## config.mk

```make
export PLATFORM = sky130hd
export DESIGN_NAME = hsstl_rst4mcrsw_tx_init_v1_0
export DESIGN_NICKNAME = d
export VERILOG_FILES = /design/src/rtl/hsst_rst_pkg.sv /design/src/rtl/hsstl_rst4mcrsw_tx_rst_initfsm_v1_0.sv /design/src/rtl/hsstl_rst4mcrsw_tx_init_v1_0.sv
export SDC_FILE = /design/constraint.sdc
export NUM_CORES = 1
export LEC_CHECK = 0
export CORE_MARGIN = 4
export CORE_UTILIZATION = 50
export DETAILED_ROUTE_END_ITERATION = 16
export HOLD_SLACK_MARGIN = 0.02
export PLACE_DENSITY = 0.79
export SLEW_MARGIN = 0
export SYNTH_ARGS = -nofsm -noshare
export SYNTH_HDL_FRONTEND = slang
export SYNTH_SLANG_ARGS = --single-unit
```

## constraint.sdc

```tcl
create_clock -name clk -period 3.1 [get_ports clk]
set_clock_uncertainty 0.15 [all_clocks]
set_input_delay 0.465 -clock clk [delete_from_list [all_inputs] [get_ports clk]]
set_output_delay 0.465 -clock clk [all_outputs]
set_load 0.02 [all_outputs]
```

## src/rtl/hsst_rst_pkg.sv

```systemverilog
// Shared HSST reset-sequencing definitions: TX init FSM state encodings,
// default counter values and a counter width helper.
package hsst_rst_pkg;

  typedef enum logic [2:0] {
    TX_IDLE     = 3'd0,
    TX_PLL_WAIT = 3'd1,
    TX_PMA_RST  = 3'd2,
    TX_PCS_RST  = 3'd3,
    TX_DONE     = 3'd4
  } tx_init_state_e;

  localparam int PLL_DEB_CNTR_WIDTH_DEF = 12;
  localparam int PLL_DEB_CNTR_VALUE_DEF = 2048;
  localparam int PMA_RST_CNTR_VALUE_DEF = 64;
  localparam int PCS_RST_CNTR_VALUE_DEF = 32;

  // Bits needed for a down-counter loaded with (max(a,b) - 1).
  function automatic int cnt_width(input int a, input int b);
    int m;
    m = (a > b) ? a : b;
    return (m <= 2) ? 1 : $clog2(m);
  endfunction

endpackage

```

## src/rtl/hsstl_rst4mcrsw_tx_rst_initfsm_v1_0.sv

```systemverilog
// TX init sequencing FSM with the shared PMA/PCS hold down-counter.
// Optional feature: HSSTL_TX_PLL_LOSS_RERST_EN re-enters PLL_WAIT on PLL loss.
//
// state    | meaning
// IDLE     | lane not powered, both resets asserted
// PLL_WAIT | powered, waiting for debounced PLL ready
// PMA_RST  | PMA held in reset for PMA_RST_CNTR_VALUE cycles
// PCS_RST  | PMA released, PCS held for PCS_RST_CNTR_VALUE cycles
// DONE     | both resets released, init_done high
module hsstl_rst4mcrsw_tx_rst_initfsm_v1_0
  import hsst_rst_pkg::*;
#(
  parameter int PMA_RST_CNTR_VALUE = PMA_RST_CNTR_VALUE_DEF,
  parameter int PCS_RST_CNTR_VALUE = PCS_RST_CNTR_VALUE_DEF
) (
  input  logic       clk,
  input  logic       rst,
  input  logic       lane_powerup,
  input  logic       pll_ready_deb,
  output logic [2:0] state,
  output logic       pma_rstn,
  output logic       pcs_rstn,
  output logic       init_done
);

  localparam int CNT_W = cnt_width(PMA_RST_CNTR_VALUE, PCS_RST_CNTR_VALUE);
  localparam logic [CNT_W-1:0] PMA_LOAD = CNT_W'(PMA_RST_CNTR_VALUE - 1);
  localparam logic [CNT_W-1:0] PCS_LOAD = CNT_W'(PCS_RST_CNTR_VALUE - 1);

  tx_init_state_e   state_q, state_d;
  logic [CNT_W-1:0] cnt_q, cnt_d;
  logic             pma_rstn_q, pma_rstn_d;
  logic             pcs_rstn_q, pcs_rstn_d;
  logic             init_done_q, init_done_d;

  always_comb begin
    state_d = state_q;
    cnt_d   = cnt_q;
    // Powerup loss outranks every other transition, including terminal count.
    if (!lane_powerup) begin
      state_d = TX_IDLE;
      cnt_d   = '0;
    end
`ifdef HSSTL_TX_PLL_LOSS_RERST_EN
    else if (!pll_ready_deb && (state_q == TX_PMA_RST || state_q == TX_PCS_RST ||
                                state_q == TX_DONE)) begin
      state_d = TX_PLL_WAIT;
      cnt_d   = '0;
    end
`endif
    else begin
      unique case (state_q)
        TX_IDLE: begin
          state_d = TX_PLL_WAIT;
          cnt_d   = '0;
        end
        TX_PLL_WAIT: begin
          if (pll_ready_deb) begin
            state_d = TX_PMA_RST;
            cnt_d   = PMA_LOAD;
          end
        end
        TX_PMA_RST: begin
          if (cnt_q == '0) begin
            state_d = TX_PCS_RST;
            cnt_d   = PCS_LOAD;
          end else begin
            cnt_d = cnt_q - CNT_W'(1);
          end
        end
        TX_PCS_RST: begin
          if (cnt_q == '0) begin
            state_d = TX_DONE;
          end else begin
            cnt_d = cnt_q - CNT_W'(1);
          end
        end
        TX_DONE: ;
        default: begin
          state_d = TX_IDLE;
          cnt_d   = '0;
        end
      endcase
    end
    // Outputs follow the next state so they change on the same edge as the state.
    pma_rstn_d  = (state_d == TX_PCS_RST) || (state_d == TX_DONE);
    pcs_rstn_d  = (state_d == TX_DONE);
    init_done_d = (state_d == TX_DONE);
  end

  always_ff @(posedge clk) begin
    if (rst) begin
      state_q     <= TX_IDLE;
      cnt_q       <= '0;
      pma_rstn_q  <= 1'b0;
      pcs_rstn_q  <= 1'b0;
      init_done_q <= 1'b0;
    end else begin
      state_q     <= state_d;
      cnt_q       <= cnt_d;
      pma_rstn_q  <= pma_rstn_d;
      pcs_rstn_q  <= pcs_rstn_d;
      init_done_q <= init_done_d;
    end
  end

  assign state     = state_q;
  assign pma_rstn  = pma_rstn_q;
  assign pcs_rstn  = pcs_rstn_q;
  assign init_done = init_done_q;

endmodule

```

## src/rtl/hsstl_rst4mcrsw_tx_init_v1_0.sv

```systemverilog
// HSST TX lane init: PLL-ready synchronizer and debounce feeding the init FSM.
// Optional feature: HSSTL_TX_PLL_LOSS_RERST_EN (handled inside the FSM sub-module).
module hsstl_rst4mcrsw_tx_init_v1_0
  import hsst_rst_pkg::*;
#(
  parameter int PLL_DEB_CNTR_WIDTH = PLL_DEB_CNTR_WIDTH_DEF,
  parameter int PLL_DEB_CNTR_VALUE = PLL_DEB_CNTR_VALUE_DEF,
  parameter int PMA_RST_CNTR_VALUE = PMA_RST_CNTR_VALUE_DEF,
  parameter int PCS_RST_CNTR_VALUE = PCS_RST_CNTR_VALUE_DEF
) (
  input  logic       clk,
  input  logic       rst,
  input  logic       txlane_soft_rst_n,
  input  logic       P_PLL_READY,
  input  logic       P_TX_LANE_POWERUP,
  output logic       s_PLL_READY,
  output logic       s_PLL_READY_deb,
  output logic [2:0] tx_init_fsm,
  output logic       P_TX_PMA_RSTN,
  output logic       P_PCS_TX_RSTN,
  output logic       init_done
);

  localparam logic [PLL_DEB_CNTR_WIDTH-1:0] DEB_LOAD =
    PLL_DEB_CNTR_WIDTH'(PLL_DEB_CNTR_VALUE - 1);

  logic                          rst_all;
  logic [1:0]                    sync_q, sync_d;
  logic [PLL_DEB_CNTR_WIDTH-1:0] deb_cnt_q, deb_cnt_d;
  logic                          deb_q, deb_d;

  assign rst_all = rst | ~txlane_soft_rst_n;

  // Down-counter reloads whenever the synchronized level is low, so only an
  // unbroken run of highs can reach terminal count.
  always_comb begin
    sync_d    = {sync_q[0], P_PLL_READY};
    deb_cnt_d = deb_cnt_q;
    deb_d     = deb_q;
    if (!sync_q[1]) begin
      deb_cnt_d = DEB_LOAD;
      deb_d     = 1'b0;
    end else if (deb_cnt_q == '0) begin
      deb_d = 1'b1;
    end else begin
      deb_cnt_d = deb_cnt_q - PLL_DEB_CNTR_WIDTH'(1);
    end
  end

  always_ff @(posedge clk) begin
    if (rst_all) begin
      sync_q    <= '0;
      deb_cnt_q <= '0;
      deb_q     <= 1'b0;
    end else begin
      sync_q    <= sync_d;
      deb_cnt_q <= deb_cnt_d;
      deb_q     <= deb_d;
    end
  end

  assign s_PLL_READY     = sync_q[1];
  assign s_PLL_READY_deb = deb_q;

  hsstl_rst4mcrsw_tx_rst_initfsm_v1_0 #(
    .PMA_RST_CNTR_VALUE (PMA_RST_CNTR_VALUE),
    .PCS_RST_CNTR_VALUE (PCS_RST_CNTR_VALUE)
  ) u_initfsm (
    .clk           (clk),
    .rst           (rst_all),
    .lane_powerup  (P_TX_LANE_POWERUP),
    .pll_ready_deb (deb_q),
    .state         (tx_init_fsm),
    .pma_rstn      (P_TX_PMA_RSTN),
    .pcs_rstn      (P_PCS_TX_RSTN),
    .init_done     (init_done)
  );

endmodule
```

==> flow_metrics.tcl, run 1 <==
set metrics [dict create \
    crit_path_start_kind "flip-flop" \
    place.gp.congestion 0.887 \
    synth_top_area_share 0.375 \
    post_drt_wl_per_cell_um 14.9 \
    synthCells 163 \
    die_w_um 60.7 \
    ff2ff_setup_slack_ns 1.04 \
    multi_input_area_um2 803 \
    post_cts_buffers 0 \
    p_seq_frac 0.539 \
    cp-endpoint "s_PLL_READY" \
    via_per_inst 6.12 \
    syn-cell-area_um2 1390 \
    cp.depth 1 \
    coreArea_um2 2570 \
    clockBufferDepth 2 \
    yosys.area_share.simple 0.271 \
    fin_util 0.612 \
    num_vias 1248 \
    antenna_found_initial 0 \
    avgSynthCellArea_um2 8.51 \
    pwr-share-clk 0.358 \
    dp_cells 200 \
    rsz0062_at_grt "false" \
    firstDrtPassIters 5 \
    synthXorXnorAreaFrac 0.0126 \
    post-route-drc-count 0 \
    numPortBuffers 12 \
    grt.total_usage 0.180 \
    critical_path_required_ns 2.48 \
    period_share 0.741 \
    rr_worst_depth 6 \
    io-pin-count 13 \
    r2r_start "u_initfsm.cnt_q[0]$_SDFFE_PP0P_" \
    area_growth_pct 13.3 \
    setup_viol 0 \
    cts_root_buf "clkbuf_4" \
    finalCriticalPeriod_ns 2.30 \
    cp_slowest_cell "clkdlybuf4s50_1" \
    clkLatencyLatePin_ns 0.33 \
    synthFlopType "dfxtp_1" \
    ff_latch_area_um2 520 \
    final_nets 183 \
    synth-edff-count 0 \
    cts_resized 0 \
    synth.distinct_cells 48 \
    synth_compound_area_frac 0.229 \
    dpl_cell_area_um2 1520 \
    n_antenna_cell 0 \
    start_util 0.540 \
    r2r-end "u_initfsm.cnt_q[5]$_SDFFE_PP0P_" \
    synth_top_family_by_area "simple AND/OR/NAND/NOR gates" \
    synth_seq_cells 26 \
    hp-class "flip-flop to flip-flop" \
    final_area_um2 1570 \
    cp.arrival_ns 1.68 \
    ys_seq_area_frac 0.375 \
    fin_cells 204 \
    drtAntennaViolNets 0 \
    crit_family "buffers and inverters" \
    worstSetupStartpoint "sync_q[1]$_SDFF_PP0_" \
    layout-drive-gt1-share 0.0690 \
    switching_share 0.233 \
    p_int_mw 0.506 \
    finalWirelength_um 3040 \
    finalHoldViolations 0 \
    synth_area_leader_cell "dfxtp_1" \
    leakagePower_nw 0.601 \
    async_flop_share 0 \
    grt_pass1_vias 1137 \
    cts_hold_buf 0 \
    slew_viol_final 0 \
    cpPeakStageDelay_ns 0.70 \
    cts_made_buffers 3 \
    synth_warnings 0 \
    die_h_um 60.7 \
    drt_iter0_markers 67 \
    fillers 224 \
    synthAdderAreaFrac 0.0271 \
    max_freq_mhz 435 \
    power.share.combinational 0.102 \
    path_cells "clkdlybuf4s50_1" \
    post-dp-hpwl_um 2170 \
    grt_max_degree 16 \
    htreeDepth 1 \
    rows 18 \
    clk_pin_slew_ns 0.15 \
    endpoint_kind "output pin" \
    p_sw_mw 0.154 \
    worstMarginPinSlew_ns 0.683 \
    dieArea_um2 3680 \
    power_mw 0.660 \
    synth_area_leaders "dfxtp_1 (38%), a21oi_1 (6.9%), nor2_1 (3.8%), mux2i_1 (2.9%), a31oi_1 (2.7%)" \
    grt_pass1_wl_um 5090 \
    finalSetupTns_ns 0 \
    relSlewSlack 0.541 \
    powerDensity_nw_per_um2 420 \
    clock_sinks 26 \
    status "complete, no violations" \
    cts_tree "built" \
    max-vdd-ir-drop_mv 0.326 \
    grt-ovfl-total 0 \
    max-cap-violations 0 \
    synth_nets 171 \
    cp_max_fo 14 \
    crit_type "flip-flop to output pin" \
    path_buf_inv 1 \
    synthMuxAreaShare 0.0397 \
]
logic make-up after synthesis:
group	Yosys count
buf+inv	15
xor+xnor	2
compound gates	49
mux	5
simple gates	63
fa+ha+maj	3
flops	26
Yosys cell counts, drive strengths merged, types with 2 or more instances:
master and count:
nand2b 5, ha 3, inv 10, xnor2 2, a211o 4, nor2b 6
or3 2, o21ai 6, and2 3, clkbuf 3, a31oi 7, dfxtp 26
nand4 3, mux2i 4, buf 2, nand3 5, nand2 9, nor3 7
nor2 14, a21oi 20
worst reg2reg max path, stage by stage, from the launching register on:
cell and delay, ns:
dfxtp_1 0.40, inv_1 0.10, ha_1 0.19, nor2b_1 0.37, nand4_1 0.23, a31oi_2 0.39
a211o_1 0.19
worst min-delay path by stage:
| stage | startpoint | depth (start not counted) | slack, ns | to |
|---|---|---|---|---|
| after floorplan | sync_q[0]$_SDFF_PP0_ | 1 | 0.26 | sync_q[1]$_SDFF_PP0_ |
| after global placement | sync_q[0]$_SDFF_PP0_ | 1 | 0.27 | sync_q[1]$_SDFF_PP0_ |
| after detailed placement | sync_q[0]$_SDFF_PP0_ | 1 | 0.28 | sync_q[1]$_SDFF_PP0_ |
| after CTS | sync_q[0]$_SDFF_PP0_ | 1 | 0.32 | sync_q[1]$_SDFF_PP0_ |
| after global routing | sync_q[0]$_SDFF_PP0_ | 1 | 0.33 | sync_q[1]$_SDFF_PP0_ |
| final | sync_q[0]$_SDFF_PP0_ | 1 | 0.31 | sync_q[1]$_SDFF_PP0_ |
power by group through the flow:
| stage | clock [mW] | sequential [mW] | combinational (mW) |
|---|---|---|---|
| finish | 0.237 | 0.356 | 0.0675 |
| global route | 0.255 | 0.358 | 0.0745 |
| CTS | 0.239 | 0.356 | 0.0677 |
| detailed placement | 0 | 0.363 | 0.0671 |
| global placement | 0 | 0.362 | 0.0642 |
| floorplan | 0 | 0.360 | 0.0523 |
cell type report:
class | instances | share of cell area
clock buffers | 3 | 0.0143
clock inverters | 1 | 0.0191
inverters | 10 | 0.0239
multi-input cells | 122 | 0.511
flip-flops and latches | 26 | 0.331
well taps | 30 | 0.0239
repair buffers | 12 | 0.0764
registers in the layout, summed over array words and instances (netlist names):
name and cells:
u_initfsm.init_done 1, deb_cnt_q 12, s_PLL_READY_deb 1, u_initfsm.state 3, sync_q 2, u_initfsm.pma_rstn 1, u_initfsm.cnt_q 6
metrics by stage:
stage | setup slack [ns] | hold WS [ns]
after floorplan | 1.30 | 0.256
after global placement | 1.04 | 0.269
after detailed placement | 0.985 | 0.277
after CTS | 0.813 | 0.320
after global routing | 0.697 | 0.330
final | 0.803 | 0.315
per-layer routing:
layer,global-route usage,vias to the layer above,wire length (um)
met3,0.0511,4,118
met5,0,-,0
met1,0.217,594,1300
li1,-,617,-
met2,0.313,33,1580
met4,0.0526,0,49
cell usage in the layout, fill, tap and decap left out, types with 2 or more instances in the layout:
master and instances:
and2_1 3, a31oi_1 6, ha_1 3, inv_1 10, dfxtp_1 26, o21ai_0 3, xnor2_1 2, or3_1 2
nand2_1 9, nor2b_1 6, nor3_1 6, clkdlybuf4s50_1 12, nand4_1 2, o21ai_1 3, a21oi_1 19, a211o_1 3
nand3_1 5, clkbuf_4 3, nand2b_1 5, nor2_1 14, mux2i_1 4
No activity file was read; power rests on OpenSTA's default activity.
==> inputs of run 2 (changes only) <==
Settings changed: PLACE_DENSITY 0.79 to 0.82.
Clock period 3.1 ns to 2 ns, I/O delays scaled along.
==> run 2 against run 1 <==
- design area increased by 3.6%
- non-clock buffer count increased by 8
- register-to-register slack got worse by 0.87 ns
- largest power group unchanged
- core utilization increased by 2.2 points
- count of clock-buffer cells in the layout increased by 1
- setup slack got worse by 0.73 ns
- clock power increased by 11%
- sequential share of layout area decreased by 1.1 points
- die area unchanged
- global-route usage increased by 0.79 points
- largest cell class unchanged
- via count decreased by 0.32%
==> flow_metrics.tcl, run 2 (synthesized netlist as in run 1, its figures left out) <==
set metrics [dict create \
    clk_pin_slew_ns 0.15 \
    hp-start "sync_q[0]$_SDFF_PP0_" \
    r2r-end "u_initfsm.cnt_q[1]$_SDFFE_PP0P_" \
    path_buf_inv 1 \
    grt_max_degree 15 \
    largest_reg_flops 12 \
    htreeDepth 1 \
    path_cells "clkdlybuf4s50_1" \
    rsz0062_at_grt "false" \
    finalSetupTns_ns 0 \
    max-cap-violations 0 \
    crit_family "buffers and inverters" \
    place.gp.congestion 0.877 \
    fillers 218 \
    cts_tree "built" \
    grt-ovfl-total 0 \
    firstDrtPassIters 4 \
    relSlewSlack 0.691 \
    period_share 0.961 \
    crit_type "flip-flop to output pin" \
    n_antenna_cell 0 \
    r2r_start "u_initfsm.cnt_q[1]$_SDFFE_PP0P_" \
    rr_worst_depth 6 \
    grt.total_usage 0.188 \
    finalHoldViolations 0 \
    place_ws_ns 0.0393 \
    cp.depth 1 \
    ff2ff_setup_slack_ns 0.17 \
    start_util 0.540 \
    final_nets 191 \
    slew_viol_final 0 \
    status "complete, no violations" \
    numPortBuffers 12 \
    dp_cells 208 \
    clock_sinks 26 \
    cp_slowest_cell "clkdlybuf4s50_1" \
    cts_root_buf "clkbuf_4" \
    worstMarginPinSlew_ns 0.463 \
    crit_path_start_kind "flip-flop" \
    die_w_um 60.7 \
    drt_iter0_markers 49 \
    layout-drive-gt1-share 0.121 \
    cp-endpoint "tx_init_fsm[2]" \
    rows 18 \
    setup_viol 0 \
    num_vias 1244 \
    post-route-drc-count 0 \
    final_cell_mix "dfxtp_1 (25), a21oi_1 (19), nor2_1 (14), clkdlybuf4s50_1 (12), inv_1 (10)" \
    dieArea_um2 3680 \
    max_freq_mhz 520 \
    largest-register "deb_cnt_q" \
    powerDensity_nw_per_um2 574 \
    final_common_cell "dfxtp_1" \
    clkLatencyLatePin_ns 0.32 \
    hp-class "flip-flop to flip-flop" \
    clockBufferDepth 2 \
    coreArea_um2 2570 \
    hold_ws_ns 0.303 \
    critical_path_required_ns 1.55 \
    post_drt_wl_per_cell_um 14.7 \
    via_per_inst 5.87 \
    antenna_found_initial 0 \
    die_h_um 60.7 \
    grt_pass1_vias 1196 \
    endpoint_kind "output pin" \
    cts_made_buffers 3 \
    leakagePower_nw 0.639 \
    cp_max_fo 7 \
    final.setup.worst_slack_ns 0.0774 \
    post-dp-hpwl_um 2370 \
    max-vdd-ir-drop_mv 0.342 \
    fin_cells 212 \
    grt_pass1_wl_um 5220 \
    area_growth_pct 17.3 \
    io-pin-count 13 \
    post_cts_buffers 0 \
    cpPeakStageDelay_ns 0.67 \
    cp.arrival_ns 1.47 \
    finalWirelength_um 3120 \
    drtAntennaViolNets 0 \
    worstSetupStartpoint "u_initfsm.state[2]$_SDFF_PP0_" \
    finalCriticalPeriod_ns 1.92 \
]
run 2: report_power, final:
part	total, mW	internal [mW]	switching (mW)
Sequential	0.548	0.532	0.0159
Combinational	0.122	0.0584	0.0635
Clock	0.264	0.111	0.153
Total	0.934	0.702	0.232
run 2: worst min-delay path by stage:
stage	cells after the start	slack, ns	to
floorplan	1	0.26	sync_q[1]$_SDFF_PP0_
global placement	1	0.26	sync_q[1]$_SDFF_PP0_
detailed placement	1	0.27	sync_q[1]$_SDFF_PP0_
CTS	1	0.31	sync_q[1]$_SDFF_PP0_
global route	1	0.33	sync_q[1]$_SDFF_PP0_
finish	1	0.30	sync_q[1]$_SDFF_PP0_
run 2: what timing repair did:
item	4_1_cts	5_1_grt
setup endpoints to repair	0	6
gates resized for setup	0	3
hold buffers	0	0
run 2: layout make-up:
| class | count | area [um^2] | area share |
|---|---|---|---|
| multi-input combinational | 122 | 815 | 0.500 |
| sequential | 26 | 522 | 0.321 |
| timing repair buffer | 20 | 180 | 0.111 |
| inverter | 10 | 37.5 | 0.0231 |
| tap | 30 | 37.5 | 0.0231 |
| clock buffer | 4 | 36.3 | 0.0223 |
run 2: worst register-to-register path, delay by kind of cell, from the launching register on:
kind | cells | cell delay [ns]
simple gates | 2 | 0.47
buf+inv | 1 | 0.09
compound gates | 2 | 0.53
fa+ha+maj | 1 | 0.19
flops | 1 | 0.37
run 2: per-stage QoR:
step	total power [mW]	util	cell area, um^2
2_1_floorplan	0.639	-	1390
3_3_place_gp	0.672	0.615	1580
3_5_place_dp	0.681	0.615	1580
4_1_cts	0.939	0.629	1620
5_1_grt	0.990	0.634	1630
6_report	0.934	0.634	1630
run 2: layer usage:
metal	part of all wire	vias up	routed length, um	track usage
li1	-	629	-	-
met1	0.44	599	1360	0.222
met2	0.53	12	1660	0.339
met3	0.017	4	53	0.0191
met4	0.013	0	41	0.0898
met5	0	-	0	0
==> inputs of run 3 (changes only) <==
Settings changed: CORE_MARGIN 4 to default, PLACE_DENSITY 0.82 to 0.76.
==> run 3 against run 2 <==
- routed wire length fell by 3.6%
- largest power group unchanged
- critical path depth up 1
- clock power grew 39%
- largest cell class unchanged
- count of clock-buffer cells in the layout shrank 1
- sequential share of layout area fell by 0.29 points
- core utilization up 1.2 points
- design area grew 0.92%
- combinational power barely moved
- register-to-register slack got worse by 0.04 ns
- via count grew 2.0%
==> flow_metrics.tcl, run 3 (synthesized netlist as in run 1, its figures left out) <==
set metrics [dict create \
    cts_made_buffers 3 \
    area_growth_pct 18.4 \
    grt_pass1_vias 1117 \
    max-vdd-ir-drop_mv 0.594 \
    post_drt_wl_per_cell_um 14.1 \
    critical_path_required_ns 1.55 \
    grt.total_usage 0.216 \
    post-dp-hpwl_um 2220 \
    hp-class "flip-flop to flip-flop" \
    largest_reg_flops 12 \
    max-cap-violations 0 \
    worstMarginPinSlew_ns 0.512 \
    largest-register "deb_cnt_q" \
    clk_pin_slew_ns 0.15 \
    final_cell_mix "dfxtp_1 (25), a21oi_1 (19), nor2_1 (14), clkdlybuf4s50_1 (12), inv_1 (10)" \
    finalSetupTns_ns 0 \
    relSlewSlack 0.659 \
    firstDrtPassIters 4 \
    endpoint_kind "output pin" \
    final_common_cell "dfxtp_1" \
    cp_max_fo 10 \
    powerDensity_nw_per_um2 632 \
    max_freq_mhz 519 \
    cts_hold_buf 0 \
    finalCriticalPeriod_ns 1.93 \
    via_per_inst 5.96 \
    rsz0062_at_grt "false" \
    layout-drive-gt1-share 0.126 \
    grt-ovfl-total 0 \
    grt_max_degree 16 \
    crit_type "flip-flop to output pin" \
    num_vias 1269 \
    post_cts_buffers 0 \
    cp.arrival_ns 1.48 \
    final.setup.worst_slack_ns 0.0731 \
    clkLatencyLatePin_ns 0.33 \
    leakagePower_nw 0.650 \
    place_ws_ns 0.0581 \
    drtAntennaViolNets 0 \
    cts_root_buf "clkbuf_4" \
    slew_viol_final 0 \
    start_util 0.545 \
    status "complete, no violations" \
    rows 18 \
    hold_ws_ns 0.313 \
    post-route-drc-count 0 \
    htreeDepth 1 \
    cts_resized 0 \
    fin_cells 213 \
    die_h_um 54.7 \
    drt_iter0_markers 36 \
    clockBufferDepth 2 \
    grt_pass1_wl_um 4670 \
    crit_path_start_kind "flip-flop" \
    finalHoldViolations 0 \
    setup_viol 0 \
    finalWirelength_um 3010 \
    dp_cells 209 \
    power_mw 1.04 \
    numPortBuffers 12 \
    coreArea_um2 2540 \
    cts_tree "built" \
    antenna_found_initial 0 \
    clock_sinks 26 \
    period_share 0.963 \
    io-pin-count 13 \
    final_nets 192 \
    place.gp.congestion 0.888 \
    die_w_um 54.7 \
    dieArea_um2 2990 \
    n_antenna_cell 0 \
]
run 3: cell count changes in the layout (fill, tap and decap cells not counted):
cell	previous run	this run
a31oi_2	0	1
a31oi_4	1	0
bufinv_16	0	1
buf_4	8	9
clkbuf_8	1	0
run 3: final timing paths:
kind	end	cells past startpoint	start	slack, ns
worst max register to register	u_initfsm.cnt_q[2]$_SDFFE_PP0P_	6	u_initfsm.cnt_q[1]$_SDFFE_PP0P_	0.13
worst max-delay path	tx_init_fsm[0]	2	u_initfsm.state[0]$_SDFF_PP0_	0.07
worst min register to register	sync_q[1]$_SDFF_PP0_	1	sync_q[0]$_SDFF_PP0_	0.31
worst min-delay path	sync_q[1]$_SDFF_PP0_	1	sync_q[0]$_SDFF_PP0_	0.31
run 3: through the flow:
step	utilization	instance area, um^2
floorplan	-	1390
global placement	0.623	1590
CTS	0.644	1640
detailed placement	0.623	1590
finish	0.646	1640
global route	0.646	1640
run 3: critical path: stages (launching register included):
cell and delay, ns:
dfxtp_1 0.37, buf_4 0.17, clkdlybuf4s50_1 0.61
run 3: layout make-up:
class / count / area (um^2)
repair buffers: 21 / 188
fillers: 216 / 902
well taps: 30 / 37.5
clock buffers: 3 / 22.5
clock inverters: 1 / 30.0
multi-input cells: 122 / 806
flip-flops and latches: 26 / 522
inverters: 10 / 37.5
run 3: where the power goes:
group	total [mW]	leakage (nW)	internal (mW)	switching, mW
logic	0.120	0.409	0.0582	0.0622
clock network	0.368	0.0279	0.203	0.166
registers	0.549	0.213	0.533	0.0161
run 3: metal layers:
| layer | GRT usage | up-vias | share of wire |
|---|---|---|---|
| met5 | 0 | - | 0 |
| met2 | 0.398 | 34 | 0.52 |
| met4 | 0.0256 | 0 | 0.0033 |
| li1 | - | 631 | - |
| met3 | 0.0611 | 2 | 0.041 |
| met1 | 0.248 | 602 | 0.43 |
